File: src/rtl/fp_sqrt_sequencer_if.sv
// Bundle of the operand, result and FP_SQRT core signals of the sqrt sequencer.
//
// Handshake rule for both the operand and the result channel: a transfer
// happens on a rising clk edge where valid and ready are both high. valid
// must not depend on ready. Once raised, valid and its data stay stable until
// that transfer edge.
//
// The master modport is the sequencer side. The slave modport is its environment:
// the upstream datapath, the downstream consumer and the FP_SQRT core.
interface fp_sqrt_sequencer_if #(
  parameter int DATAWIDTH = 32
);
  logic                 in_valid;
  logic                 in_ready;
  logic [DATAWIDTH-1:0] in_data;
  logic                 out_valid;
  logic                 out_ready;
  logic [DATAWIDTH-1:0] out_data;
  logic                 out_special;
  logic                 sqrt_start;
  logic [DATAWIDTH-1:0] sqrt_data_o;
  logic [DATAWIDTH-1:0] sqrt_data_i;

  modport master (
    input  in_valid, in_data, out_ready, sqrt_data_i,
    output in_ready, out_valid, out_data, out_special, sqrt_start, sqrt_data_o
  );

  modport slave (
    output in_valid, in_data, out_ready, sqrt_data_i,
    input  in_ready, out_valid, out_data, out_special, sqrt_start, sqrt_data_o
  );
endinterface

File: src/rtl/fp_sqrt_sequencer.sv
// Issue/capture stage in front of the multi-cycle FP_SQRT core.
// Zero, denormal, infinite, NaN and negative operands are answered locally.
// Normal operands are sent to the core with a start strobe. The core result
// is captured after a fixed wait. One operation is in flight at a time.
// Every output is a register. The output registers are loaded from the next
// state, so an output changes on the same edge as the state.
module fp_sqrt_sequencer #(
  parameter int DATAWIDTH    = 32,
  parameter int START_CYCLES = 2,
  parameter int WAIT_CYCLES  = 50
) (
  input  logic                clk,
  input  logic                rst,
  fp_sqrt_sequencer_if.master bus,
  output logic [1:0]          state_dbg
);

  localparam int MAX_CYCLES = (START_CYCLES > WAIT_CYCLES) ? START_CYCLES : WAIT_CYCLES;
  localparam int CW         = $clog2(MAX_CYCLES + 1);
  localparam logic [CW-1:0] START_LOAD = CW'(START_CYCLES - 1);
  localparam logic [CW-1:0] WAIT_LOAD  = CW'(WAIT_CYCLES - 1);

  typedef enum logic [1:0] {
    IDLE  = 2'd0,
    START = 2'd1,
    WAIT  = 2'd2,
    DONE  = 2'd3
  } state_t;

  state_t               state;
  state_t               state_next;
  logic [CW-1:0]        cnt;
  logic [CW-1:0]        cnt_next;
  logic                 accept;
  logic                 cnt_zero;
  logic                 capture;
  logic                 op_sign;
  logic [7:0]           op_exp;
  logic [22:0]          op_frac;
  logic                 op_special;
  logic [DATAWIDTH-1:0] special_result;
  logic                 in_ready_next;
  logic                 out_valid_next;
  logic                 sqrt_start_next;

  assign state_dbg = state;
  assign accept    = bus.in_valid && bus.in_ready;
  assign cnt_zero  = (cnt == '0);
  assign capture   = (state == WAIT) && cnt_zero;
  assign op_sign   = bus.in_data[31];
  assign op_exp    = bus.in_data[30:23];
  assign op_frac   = bus.in_data[22:0];

  // Classify the incoming operand and form the locally resolved result.
  // NaN is tested before the sign, so a negative NaN keeps its payload and
  // is quieted. It does not become the default NaN.
  always_comb begin
    op_special     = 1'b1;
    special_result = '0;
    if (op_exp == 8'h00) begin
      special_result = {op_sign, 31'b0};
    end else if ((op_exp == 8'hFF) && (op_frac != 23'b0)) begin
      special_result = {op_sign, 8'hFF, 1'b1, op_frac[21:0]};
    end else if (op_sign) begin
      special_result = 32'h7FC0_0000;
    end else if (op_exp == 8'hFF) begin
      special_result = 32'h7F80_0000;
    end else begin
      op_special = 1'b0;
    end
  end

  // State and phase counter register.
  always_ff @(posedge clk or posedge rst) begin
    if (rst) begin
      state <= IDLE;
      cnt   <= '0;
    end else begin
      state <= state_next;
      cnt   <= cnt_next;
    end
  end

  // Next-state logic. The counter is reloaded on each entry to a timed phase.
  always_comb begin
    state_next = state;
    cnt_next   = cnt;
    unique case (state)
      IDLE: begin
        if (accept) begin
          if (op_special) begin
            state_next = DONE;
          end else begin
            state_next = START;
            cnt_next   = START_LOAD;
          end
        end
      end
      START: begin
        if (cnt_zero) begin
          state_next = WAIT;
          cnt_next   = WAIT_LOAD;
        end else begin
          cnt_next = cnt - 1'b1;
        end
      end
      WAIT: begin
        if (cnt_zero) begin
          state_next = DONE;
        end else begin
          cnt_next = cnt - 1'b1;
        end
      end
      DONE: begin
        if (bus.out_ready) begin
          state_next = IDLE;
        end
      end
      default: state_next = IDLE;
    endcase
  end

  // Output decode. It gives the value each control output will hold in the next state.
  always_comb begin
    in_ready_next   = (state_next == IDLE);
    out_valid_next  = (state_next == DONE);
    sqrt_start_next = (state_next == START);
  end

  // Output registers. The result and the core operand are loaded only on
  // their own events, so they stay stable through backpressure. The core
  // operand also stays stable after the operation completes.
  always_ff @(posedge clk or posedge rst) begin
    if (rst) begin
      bus.in_ready    <= 1'b0;
      bus.out_valid   <= 1'b0;
      bus.sqrt_start  <= 1'b0;
      bus.out_data    <= '0;
      bus.out_special <= 1'b0;
      bus.sqrt_data_o <= '0;
    end else begin
      bus.in_ready   <= in_ready_next;
      bus.out_valid  <= out_valid_next;
      bus.sqrt_start <= sqrt_start_next;
      if ((state == IDLE) && accept) begin
        if (op_special) begin
          bus.out_data    <= special_result;
          bus.out_special <= 1'b1;
        end else begin
          bus.sqrt_data_o <= bus.in_data;
        end
      end
      if (capture) begin
        bus.out_data    <= bus.sqrt_data_i;
        bus.out_special <= 1'b0;
      end
    end
  end

endmodule
File: src/flat_wrapper.sv
// flat-port wrapper written by rule: the top's interface ports become plain ports
module fp_sqrt_sequencer_flat 
#(
  parameter int DATAWIDTH    = 32,
  parameter int START_CYCLES = 2,
  parameter int WAIT_CYCLES  = 50
)
  (clk, rst, state_dbg, bus_in_valid, bus_in_data, bus_out_ready, bus_sqrt_data_i, bus_in_ready, bus_out_valid, bus_out_data, bus_out_special, bus_sqrt_start, bus_sqrt_data_o);
  fp_sqrt_sequencer_if #(.DATAWIDTH(DATAWIDTH)) bus_i ();
  input  logic clk;
  input  logic rst;
  output logic [1:0] state_dbg;
  input wire logic [$bits(bus_i.in_valid)-1:0] bus_in_valid;
  input wire logic [$bits(bus_i.in_data)-1:0] bus_in_data;
  input wire logic [$bits(bus_i.out_ready)-1:0] bus_out_ready;
  input wire logic [$bits(bus_i.sqrt_data_i)-1:0] bus_sqrt_data_i;
  output wire logic [$bits(bus_i.in_ready)-1:0] bus_in_ready;
  output wire logic [$bits(bus_i.out_valid)-1:0] bus_out_valid;
  output wire logic [$bits(bus_i.out_data)-1:0] bus_out_data;
  output wire logic [$bits(bus_i.out_special)-1:0] bus_out_special;
  output wire logic [$bits(bus_i.sqrt_start)-1:0] bus_sqrt_start;
  output wire logic [$bits(bus_i.sqrt_data_o)-1:0] bus_sqrt_data_o;
  assign bus_i.in_valid = bus_in_valid;
  assign bus_i.in_data = bus_in_data;
  assign bus_i.out_ready = bus_out_ready;
  assign bus_i.sqrt_data_i = bus_sqrt_data_i;
  assign bus_in_ready = bus_i.in_ready;
  assign bus_out_valid = bus_i.out_valid;
  assign bus_out_data = bus_i.out_data;
  assign bus_out_special = bus_i.out_special;
  assign bus_sqrt_start = bus_i.sqrt_start;
  assign bus_sqrt_data_o = bus_i.sqrt_data_o;
  fp_sqrt_sequencer #(.DATAWIDTH(DATAWIDTH), .START_CYCLES(START_CYCLES), .WAIT_CYCLES(WAIT_CYCLES)) u_core (.clk(clk), .rst(rst), .bus(bus_i), .state_dbg(state_dbg));
endmodule
File: config.mk
export PLATFORM = sky130hd
export DESIGN_NAME = fp_sqrt_sequencer_flat
export DESIGN_NICKNAME = d
export VERILOG_FILES = /design/src/rtl/fp_sqrt_sequencer_if.sv /design/src/rtl/fp_sqrt_sequencer.sv /design/src/flat_wrapper.sv
export SDC_FILE = /design/constraint.sdc
export NUM_CORES = 1
export LEC_CHECK = 0
export CORE_MARGIN = 4
export CORE_UTILIZATION = 45
export DETAILED_ROUTE_END_ITERATION = 10
export PLACE_DENSITY = 0.91
export SLEW_MARGIN = 20
export SYNTH_ARGS = -nofsm -noshare
export SYNTH_HDL_FRONTEND = slang
export SYNTH_SLANG_ARGS = --single-unit
File: constraint.sdc
create_clock -name clk -period 5.3 [get_ports clk]
set_clock_uncertainty 0.15 [all_clocks]
set_input_delay 1.325 -clock clk [delete_from_list [all_inputs] [get_ports clk]]
set_output_delay 1.325 -clock clk [all_outputs]
set_load 0.01 [all_outputs]
==> results of run 1 <==
-- power groups by stage --
stage	registers, W	clock network (W)	logic [W]
after CTS	0.000975	0.000423	0.00133
after global placement	0.000969	0	0.00128
after detailed placement	0.000982	0	0.00132
final	0.000977	0.000414	0.00132
after global routing	0.00101	0.000447	0.00142
after floorplan	0.00107	0	0.000573
-- cells in the final DEF, fill, tap and decap left out, types with 2 or more instances in the layout --
master,Yosys,final
nor2_1,14,14
nor3_1,2,2
clkdlybuf4s50_1,0,137
or3_1,2,2
o21ai_0,13,13
o22a_1,3,3
dfrtp_1,76,76
mux2_2,32,32
and2_1,24,24
a2111oi_0,2,2
nand3_1,5,5
inv_1,10,9
buf_4,0,4
nor2b_1,2,2
a221o_1,24,24
nor4_1,6,6
nand4_1,4,4
clkbuf_8,0,11
nor4_2,2,2
ha_1,7,7
clkinv_2,0,2
nand2_1,14,14
a21oi_1,4,4
a31oi_1,3,3
a211oi_1,2,2
-- stage by stage --
step | util (%) | hold WS (ns) | instance area [um^2] | cells | setup WS, ns
global placement | 66.8 | 0.321 | 4890 | 510 | 1.65
floorplan | - | 0.345 | 3450 | 282 | 1.89
finish | 69.3 | 0.352 | 5080 | 526 | 1.89
global route | 69.3 | 0.373 | 5080 | 526 | 1.82
CTS | 69.3 | 0.358 | 5080 | 526 | 1.96
detailed placement | 66.8 | 0.331 | 4890 | 510 | 1.59
-- area by class of cell --
class | instances | area share [%]
multi-input cells | 184 | 28.1
clock inverters | 5 | 0.689
well taps | 99 | 2.44
flip-flops and latches | 76 | 37.4
repair buffers | 141 | 27.6
inverters | 10 | 0.739
clock buffers | 11 | 2.98
-- logic make-up after synthesis --
family | Yosys count | share of synthesized area [%]
multiplexers | 32 | 10.5
adder cells (fa/ha/maj) | 7 | 2.54
buffers and inverters | 22 | 3.30
AO/OA/AOI/OAI | 63 | 15.2
flip-flops | 76 | 55.2
AND/OR/NAND/NOR | 82 | 13.3
-- flip-flops by register name, indices dropped and copies added, names as in the netlist --
register and cells:
u_core.cnt 6, u_core.state_dbg 2, u_core.bus.sqrt_start 1, u_core.bus.out_data 32
u_core.bus.in_ready 1, u_core.bus.sqrt_data_o 32, u_core.bus.out_special 1, u_core.bus.out_valid 1
-- path summary, 6_finish.rpt --
check | from | end | slack, ns | depth (start not counted)
hold / removal | u_core.bus.sqrt_data_o[31]$_DFFE_PP0P_ | u_core.bus.sqrt_data_o[31]$_DFFE_PP0P_ | 0.35 | 1
min in group asynchronous | rst | u_core.bus.out_data[7]$_DFFE_PP0P_ | 1.28 | 2
setup / recovery | bus_in_data[21] | u_core.bus.out_data[12]$_DFFE_PP0P_ | 1.89 | 6
max in group asynchronous | rst | u_core.bus.sqrt_data_o[16]$_DFFE_PP0P_ | 2.89 | 3
setup reg to reg | u_core.cnt[0]$_DFFE_PP0P_ | u_core.cnt[1]$_DFFE_PP0P_ | 2.55 | 6
hold reg to reg | u_core.bus.sqrt_data_o[31]$_DFFE_PP0P_ | u_core.bus.sqrt_data_o[31]$_DFFE_PP0P_ | 0.35 | 1
-- layer usage --
metal | vias to the layer above | wire length [um]
met4 | 0 | 137
met1 | 1454 | 3890
met2 | 141 | 4960
li1 | 1330 | -
met3 | 10 | 743
met5 | - | 0
==> metrics, run 1 <==
fill cell count=511; CP max-delay cell=o2111a_1; Synth cell types=43; Worst-Margin Slew=0.743 ns; Area growth syn-to-layout=47.5%; gr ovfl total=0; Final Power=0.00271 W; Sw Share=34.9%; EDFF count, synth=0; area occupied by multi-input gates=1430 um^2; Synthesized Nets=357; top cells by area, synth=dfrtp_1 (55%), mux2_2 (10%), a221o_1 (7.0%); max cap viols=0; Port Buffer Count=137; die width=95.5 um; CTS max path bufs=2; Initial Util=47.0%; HPWL after DPL=7280 um; Final period util=64.3%; # IOs=138; Worst Hold Class=reg -> reg; crit end category=register; Yosys Warn Count=0; cell with the most instances after synthesis=dfrtp_1; Yosys reg bits=76; clock latency on the worst-skew pair=0.34 ns; num rows=31; layout cell share with drive strength beyond 1=14.8%; CP startpoint kind=primary input; clk root buf=clkbuf_8; Die H=95.5 um; gpl congestion=0.917; post-DR vias/cell=5.58; average wire per standard cell=18.5 um; PD cells=534 nW/um^2; Post CTS Setup Buffer Count=0; top-area cell type share of the netlist area=55.2%; Layout Nets=497; layer with the highest usage=met2; cts bufs inserted=9; TritonCTS clock tree=built; Static Leakage=2.17 nW; Vias=2935; Slew Limit Fails=0; # diodes=0; outcome=complete, no violations; Num Clock Sinks=76; switching pwr=0.000948 W; H-tree level count=3; commonest cells in the netlist=dfrtp_1 (76), mux2_2 (32), a221o_1 (24), and2_1 (24); unrepaired setup endpoints after global routing=no; Crit Path Category=in -> reg; clock share of power=15.3%; final number of setup-violating endpoints=0; fraction of registers with async set/reset=100%; First-pass DRT Iterations=4; Seq/Total Area, Yosys=55.2%; CTS Hold Buffers Added=0; Seq pwr share=36.0%; predominant post-synthesis flop cell=dfrtp_1; vias in the first global route=2995; largest net degree at the start of global routing=37; Final Hold Vio Count=0; die area=9120 um^2; flip-flop and latch area=1900 um^2; Worst IR Drop VDD=0.000281 V; first-pass GRT wire length=14700 um; CP max FO=22; CP Data Required Time=5.38 ns; Total GRT Usage=21.1%; family with the most delay on the worst path=simple AND/OR/NAND/NOR gates; Starting DRT DRC Count=112; Final TNS setup=0 ns; Synth Instances=282; clock period minus worst slack=3.41 ns; initial antenna violation count=0; Combinational Power Share=48.7%; GR Layer Usage met3=3.08%; CP arrival=3.49 ns; Worst Path Buf+Inv=1; Yosys top cell by area=dfrtp_1; critical path cell sequence=clkdlybuf4s50_1, nor3_1, nand4_1, o2111a_1, and2_1, a221o_1; Residual DRC=0; Mean Syn Cell Area=12.2 um^2; final WL=9730 um; Worst-path clk slew=0.09 ns; Slew headroom=50.4%; core footprint=7330 um^2; Worst path max stage delay=0.54 ns; f_max=294 MHz; Final ANT Viol Nets=0; post-cts resize count=0; M2 GR Usage=34.9%; M1 GR Usage=27.4%; Synth Cell Area=3450 um^2; P_int=0.00176 W
Power figures use the tool's default switching activity.
==> run 2, diff against run 1 <==
--- a/config.mk
+++ b/config.mk
@@ -6,9 +6,9 @@
 export NUM_CORES = 1
 export LEC_CHECK = 0
 export CORE_MARGIN = 4
-export CORE_UTILIZATION = 45
+export CORE_UTILIZATION = 43
 export DETAILED_ROUTE_END_ITERATION = 10
-export PLACE_DENSITY = 0.91
+export PLACE_DENSITY = 0.88
 export SLEW_MARGIN = 20
 export SYNTH_ARGS = -nofsm -noshare
 export SYNTH_HDL_FRONTEND = slang
==> constraint.sdc (replaced) <==
create_clock -name clk -period 3.34 [get_ports clk]
set_clock_uncertainty 0.15 [all_clocks]
set_input_delay 0.835 -clock clk [delete_from_list [all_inputs] [get_ports clk]]
set_output_delay 0.835 -clock clk [all_outputs]
set_load 0.01 [all_outputs]
==> metrics, run 2 (synthesized netlist as in run 1, its figures left out) <==
outcome=complete, no violations; core footprint=7770 um^2 (+6.0%); clk root buf=clkbuf_8; most frequent cells in the layout=clkdlybuf4s50_1 (137), dfrtp_1 (76), mux2_2 (32); Total GRT Usage=19.5% (-1.7 points); First-pass DRT Iterations=4 (unchanged); H-tree level count=3 (unchanged); CP Data Required Time=3.40 ns (-1.98 ns); Endpoint, Worst Hold=u_core.bus.out_special$_DFFE_PP0P_; Seq pwr share=34.7% (-1.3 points); r2r setup slk=0.77 ns (-1.78 ns); Worst-Margin Slew=0.601 ns (-0.143 ns); PD cells=859 nW/um^2 (+61%); Slew Limit Fails=0 (unchanged); # IOs=138 (unchanged); design area=5180 um^2 (+1.9%); worst slack at placement=0.279 ns (-1.31 ns); Placed Area=4950 um^2 (+1.0%); post-cts resize count=0 (unchanged); Crit Path Category=in -> reg; CTS max path bufs=2 (unchanged); die area=9510 um^2 (+4.3%); clock period minus worst slack=2.72 ns; HP Start=u_core.bus.out_special$_DFFE_PP0P_; Hold Path Cell Cnt=2 (+1); Die H=97.5 um (+2.1%); Slew headroom=59.9% (+9.5 points); largest registers=u_core.bus.out_data x32, u_core.bus.sqrt_data_o x32, u_core.cnt x6; Layout Nets=499 (+0.40%); average wire per standard cell=17.7 um (-4.3%); CTS Hold Buffers Added=0 (unchanged); Starting DRT DRC Count=94 (-16%); Area growth syn-to-layout=50.3%; cts bufs inserted=9 (unchanged); HPWL after DPL=7100 um (-2.5%); family with the most delay on the worst path=simple AND/OR/NAND/NOR gates; clock share of power=18.1% (+2.8 points); initial antenna violation count=0 (unchanged); Levels on crit path=6 (unchanged); unrepaired setup endpoints after global routing=no; reg2reg start=u_core.cnt[0]$_DFFE_PP0P_; Worst path max stage delay=0.46 ns (-0.08 ns); CP max FO=6 (-73%); Static Leakage=2.22 nW (+2.0%); worst setup margin=0.617 ns (-1.28 ns); vias in the first global route=2965 (-1.0%); final WL=9400 um (-3.4%); final number of setup-violating endpoints=0 (unchanged); Post CTS Setup Buffer Count=0 (unchanged); gr ovfl total=0 (unchanged); CP max-delay cell=clkdlybuf4s50_1; Num Clock Sinks=76 (unchanged); # diodes=0 (unchanged); gpl congestion=0.802 (-12%); Final ANT Viol Nets=0 (unchanged); max cap viols=0 (unchanged); Post-Place Cells=515 (+0.98%); Final Power=0.00445 W (+64%); layout cell share with drive strength beyond 1=15.6% (+0.86 points); f_max=367 MHz; Worst-path clk slew=0.09 ns (about the same); final cell count without fillers=531 (+0.95%); die width=97.5 um (+2.1%); Worst R2R Path Depth=8 (+2); P_int=0.00296 W (+68%); largest net degree at the start of global routing=48 (+30%); fill cell count=606 (+19%); Vias=2835 (-3.4%); Final period util=81.5%; Residual DRC=0 (unchanged); most common cell after layout, fill and taps aside=clkdlybuf4s50_1; Worst Path Buf+Inv=1 (unchanged); TritonCTS clock tree=built; Worst IR Drop VDD=0.000509 V (+81%); post-DR vias/cell=5.34 (-4.3%); Reg-to-Reg End=u_core.cnt[3]$_DFFE_PP0P_; num rows=32 (+3.2%); critical path cell sequence=clkdlybuf4s50_1, nor4_2, a21oi_1, a21boi_2, or3_1, mux2_2; Initial Util=44.4% (-2.6 points); CP arrival=2.79 ns (-0.70 ns); Combinational Power Share=47.2% (-1.5 points); CP startpoint kind=primary input; Final Hold Vio Count=0 (unchanged); Port Buffer Count=137 (unchanged); crit end category=register; clock latency on the worst-skew pair=0.33 ns (about the same); Worst Hold Class=reg -> reg; first-pass GRT wire length=15100 um (+2.9%); Sw Share=33.5% (-1.4 points); Final TNS setup=0 ns (unchanged); switching pwr=0.00149 W (+57%)
[run 2: changes by cell type in the layout (fill, tap and decap cells not counted), sizes merged]
| cell | delta |
|---|---|
| clkbuf | -1 |
| bufinv | +2 |
| clkinvlp | -1 |
| buf | +2 |
[run 2: worst max-delay path by stage]
stage                                                     end  slack (ns)             from
after CTS                           u_core.cnt[1]$_DFFE_PP0P_        0.63  bus_in_data[28]
after detailed placement  u_core.bus.out_data[19]$_DFFE_PP0P_        0.28  bus_in_data[28]
after floorplan                 u_core.bus.in_ready$_DFF_PP0_        0.42              rst
final                               u_core.cnt[1]$_DFFE_PP0P_        0.62  bus_in_data[28]
after global placement              u_core.cnt[1]$_DFFE_PP0P_        0.34  bus_in_data[28]
after global routing                u_core.cnt[1]$_DFFE_PP0P_        0.48  bus_in_data[28]
[run 2: metrics by stage]
step	hold WS (ns)	util, %
global route	0.380	66.7
detailed placement	0.329	63.7
floorplan	0.345	-
global placement	0.322	63.7
finish	0.355	66.7
CTS	0.361	66.7
[run 2: per-layer routing]
| metal | part of all wire, % | GRT usage (%) | routed length (um) | up-vias |
|---|---|---|---|---|
| met1 | 42 | 24.3 | 3960 | 1397 |
| met2 | 51 | 34.2 | 4790 | 103 |
| li1 | - | - | - | 1331 |
| met5 | 0 | 0 | 0 | - |
| met4 | 0.70 | 4.47 | 66 | 0 |
| met3 | 6.2 | 4.52 | 587 | 4 |
[run 2: power groups by stage]
stage	clock (W)	sequential (W)	combinational, W
2_1_floorplan	0	0.00170	0.000909
4_1_cts	0.000816	0.00154	0.00212
3_3_place_gp	0	0.00154	0.00204
6_report	0.000805	0.00154	0.00210
5_1_grt	0.000863	0.00160	0.00226
3_5_place_dp	0	0.00156	0.00211
[run 2: area by class of cell]
class	count	area, um^2	share of cell area [%]
sequential	76	1900	36.7
timing repair buffer	143	1440	27.8
multi-input combinational	184	1440	27.7
clock buffer	10	138	2.66
tap	102	128	2.46
clock inverter	6	95.1	1.84
inverter	10	38.8	0.749
[run 2: tightest hold or removal path: cells and delay by family (launching register included)]
family | cells | cell delay, ns
flip-flops | 1 | 0.36
AND/OR/NAND/NOR | 2 | 0.12
==> run 3, diff against run 2 <==
--- a/config.mk
+++ b/config.mk
@@ -6,9 +6,9 @@
 export NUM_CORES = 1
 export LEC_CHECK = 0
 export CORE_MARGIN = 4
-export CORE_UTILIZATION = 43
+export CORE_UTILIZATION = 39
 export DETAILED_ROUTE_END_ITERATION = 10
-export PLACE_DENSITY = 0.88
+export PLACE_DENSITY = 0.84
 export SLEW_MARGIN = 20
 export SYNTH_ARGS = -nofsm -noshare
 export SYNTH_HDL_FRONTEND = slang
==> constraint.sdc (replaced) <==
create_clock -name clk -period 2.5 [get_ports clk]
set_clock_uncertainty 0.15 [all_clocks]
set_input_delay 0.625 -clock clk [delete_from_list [all_inputs] [get_ports clk]]
set_output_delay 0.625 -clock clk [all_outputs]
set_load 0.01 [all_outputs]
==> metrics, run 3 (synthesized netlist as in run 1, its figures left out) <==
outcome=finished, violations left; failing checks=setup timing; layout cell share with drive strength beyond 1=22.6% (+7.0 points); Combinational Power Share=47.9% (+0.7 points); gr ovfl total=0 (unchanged); max cap viols=0 (unchanged); Static Leakage=2.42 nW (+9.3%); Layout Nets=535 (+7.2%); Residual DRC=0 (unchanged); vias in the first global route=3230 (+8.9%); Post-Place Cells=557 (+8.2%); core footprint=8680 um^2 (+12%); CP max FO=4 (-2); clock latency on the worst-skew pair=0.34 ns (about the same); Worst Hold Class=reg -> reg; Total GRT Usage=20.1% (+0.61 points); First-pass DRT Iterations=4 (unchanged); CP Data Required Time=2.58 ns (-0.82 ns); first-pass GRT wire length=16200 um (+7.3%); final cell count without fillers=572 (+7.7%); switching pwr=0.00206 W (+38%); Final ANT Viol Nets=0 (unchanged); area occupied by multi-input gates=1480 um^2 (+2.9%); CP arrival=2.58 ns (-0.21 ns); Slew headroom=61.1% (+1.2 points); largest registers=u_core.bus.out_data x32, u_core.bus.sqrt_data_o x32, u_core.cnt x6; PD cells=1110 nW/um^2 (+29%); Starting DRT DRC Count=82 (-13%); clock share of power=18.3% (+0.2 points); # diodes=0 (unchanged); Worst path max stage delay=0.49 ns (+0.03 ns); worst setup path start=bus_in_data[28]; Final Hold Vio Count=0 (unchanged); Die H=102 um (+4.6%); num rows=34 (+6.3%); TritonCTS clock tree=built; cts bufs inserted=9 (unchanged); flip-flop and latch area=1900 um^2 (unchanged); die width=102 um (+4.6%); reg2reg start=u_core.cnt[0]$_DFFE_PP0P_; Num Clock Sinks=76 (unchanged); Final Power=0.00614 W (+38%); Slew Limit Fails=0 (unchanged); fill cell count=689 (+14%); Seq pwr share=33.8% (-0.9 points); Port Buffer Count=137 (unchanged); gpl congestion=0.798 (-0.52%); Worst IR Drop VDD=0.000532 V (+4.5%); critical path cell sequence=clkdlybuf4s50_1, nor4_4, a21oi_1, buf_4, a22oi_1, o21ai_0, a211oi_1; Crit Path Category=in -> reg; f_max=400 MHz; clock period minus worst slack=2.50 ns; Area growth syn-to-layout=60.5%; Worst-Margin Slew=0.583 ns (-0.0179 ns); CP max-delay cell=clkdlybuf4s50_1; P_int=0.00409 W (+38%); clk root buf=clkbuf_8; post-DR vias/cell=5.23 (-2.0%); HPWL after DPL=7820 um (+10%); Final period util=100%; final WL=10300 um (+9.7%); Worst-path clk slew=0.08 ns (about the same); Final TNS setup=-0.00228 ns (-0.00228 ns); Post CTS Setup Buffer Count=0 (unchanged); most common cell after layout, fill and taps aside=clkdlybuf4s50_1; H-tree level count=3 (unchanged); initial antenna violation count=0 (unchanged); most frequent cells in the layout=clkdlybuf4s50_1 (134), dfrtp_1 (76), buf_4 (38); largest net degree at the start of global routing=47 (-2.1%); Sw Share=33.5% (about the same); Vias=2993 (+5.6%); # IOs=138 (unchanged); Initial Util=39.7% (-4.7 points); final number of setup-violating endpoints=1 (+1); average wire per standard cell=18.0 um (+1.8%); die area=10400 um^2 (+9.4%); worst setup margin=-0.00228 ns (-0.619 ns); CP startpoint kind=primary input; crit end category=register; HP Start=u_core.bus.sqrt_data_o[31]$_DFFE_PP0P_; CTS max path bufs=2 (unchanged)
[run 3: worst paths after layout]
kind                                                           to  slack (ns)  depth (start not counted)
max                                u_core.bus.out_valid$_DFF_PP0_      -0.002                          7
min                        u_core.bus.sqrt_data_o[31]$_DFFE_PP0P_        0.34                          1
max reg2reg                             u_core.cnt[4]$_DFFE_PP0P_        0.14                          7
min reg2reg                u_core.bus.sqrt_data_o[31]$_DFFE_PP0P_        0.34                          1
max in group asynchronous               u_core.cnt[0]$_DFFE_PP0P_        1.19                          3
min in group asynchronous     u_core.bus.out_data[22]$_DFFE_PP0P_        0.47                          2
[run 3: through the flow]
stage                     utilization [%]  hold WS, ns  instance area, um^2  setup slack (ns)
after floorplan                         -        0.345                 3450             0.346
after global placement               60.4        0.322                 5240            -0.406
after detailed placement             60.4        0.325                 5240            -0.388
after CTS                            63.2        0.344                 5480          0.000906
after global routing                 63.7        0.361                 5530          -0.00588
final                                63.7        0.342                 5530          -0.00228
[run 3: critical path, delay by kind of cell]
family / cells / cell delay, ns
AOI/OAI and AO/OA: 4 / 0.88
buffers and inverters: 2 / 0.66
and+or+nand+nor: 1 / 0.41
[run 3: what timing repair did]
| item | 4_1_cts | 5_1_grt |
|---|---|---|
| endpoints found under the setup margin | 7 | 60 |
| hold endpoints to repair | 0 | 0 |
| gates resized for setup | 1 | 10 |
| hold buffers | 0 | 0 |
| pin swaps | 0 | 2 |
[run 3: power by group through the flow]
stage	logic [W]	clock network, W	registers, W
2_1_floorplan	0.00121	0	0.00227
3_3_place_gp	0.00282	0	0.00207
3_5_place_dp	0.00293	0	0.00209
4_1_cts	0.00296	0.00115	0.00207
5_1_grt	0.00316	0.00120	0.00213
6_report	0.00295	0.00112	0.00207
[run 3: final cells by class]
| class | count | share of cell area [%] |
|---|---|---|
| multi-input cells | 184 | 26.7 |
| well taps | 108 | 2.44 |
| clock inverters | 6 | 2.06 |
| repair buffers | 179 | 31.4 |
| clock buffers | 9 | 2.24 |
| inverters | 10 | 0.747 |
| flip-flops and latches | 76 | 34.4 |
[run 3: metal layers]
metal / track usage (%) / share of wire (%) / routed length (um) / vias to the layer above
met5: 0 / 0 / 0 / -
met4: 7.27 / 1.6 / 165 / 0
met3: 4.98 / 7.2 / 740 / 12
met2: 34.5 / 51 / 5270 / 101
met1: 24.6 / 40 / 4140 / 1470
li1: - / - / - / 1410
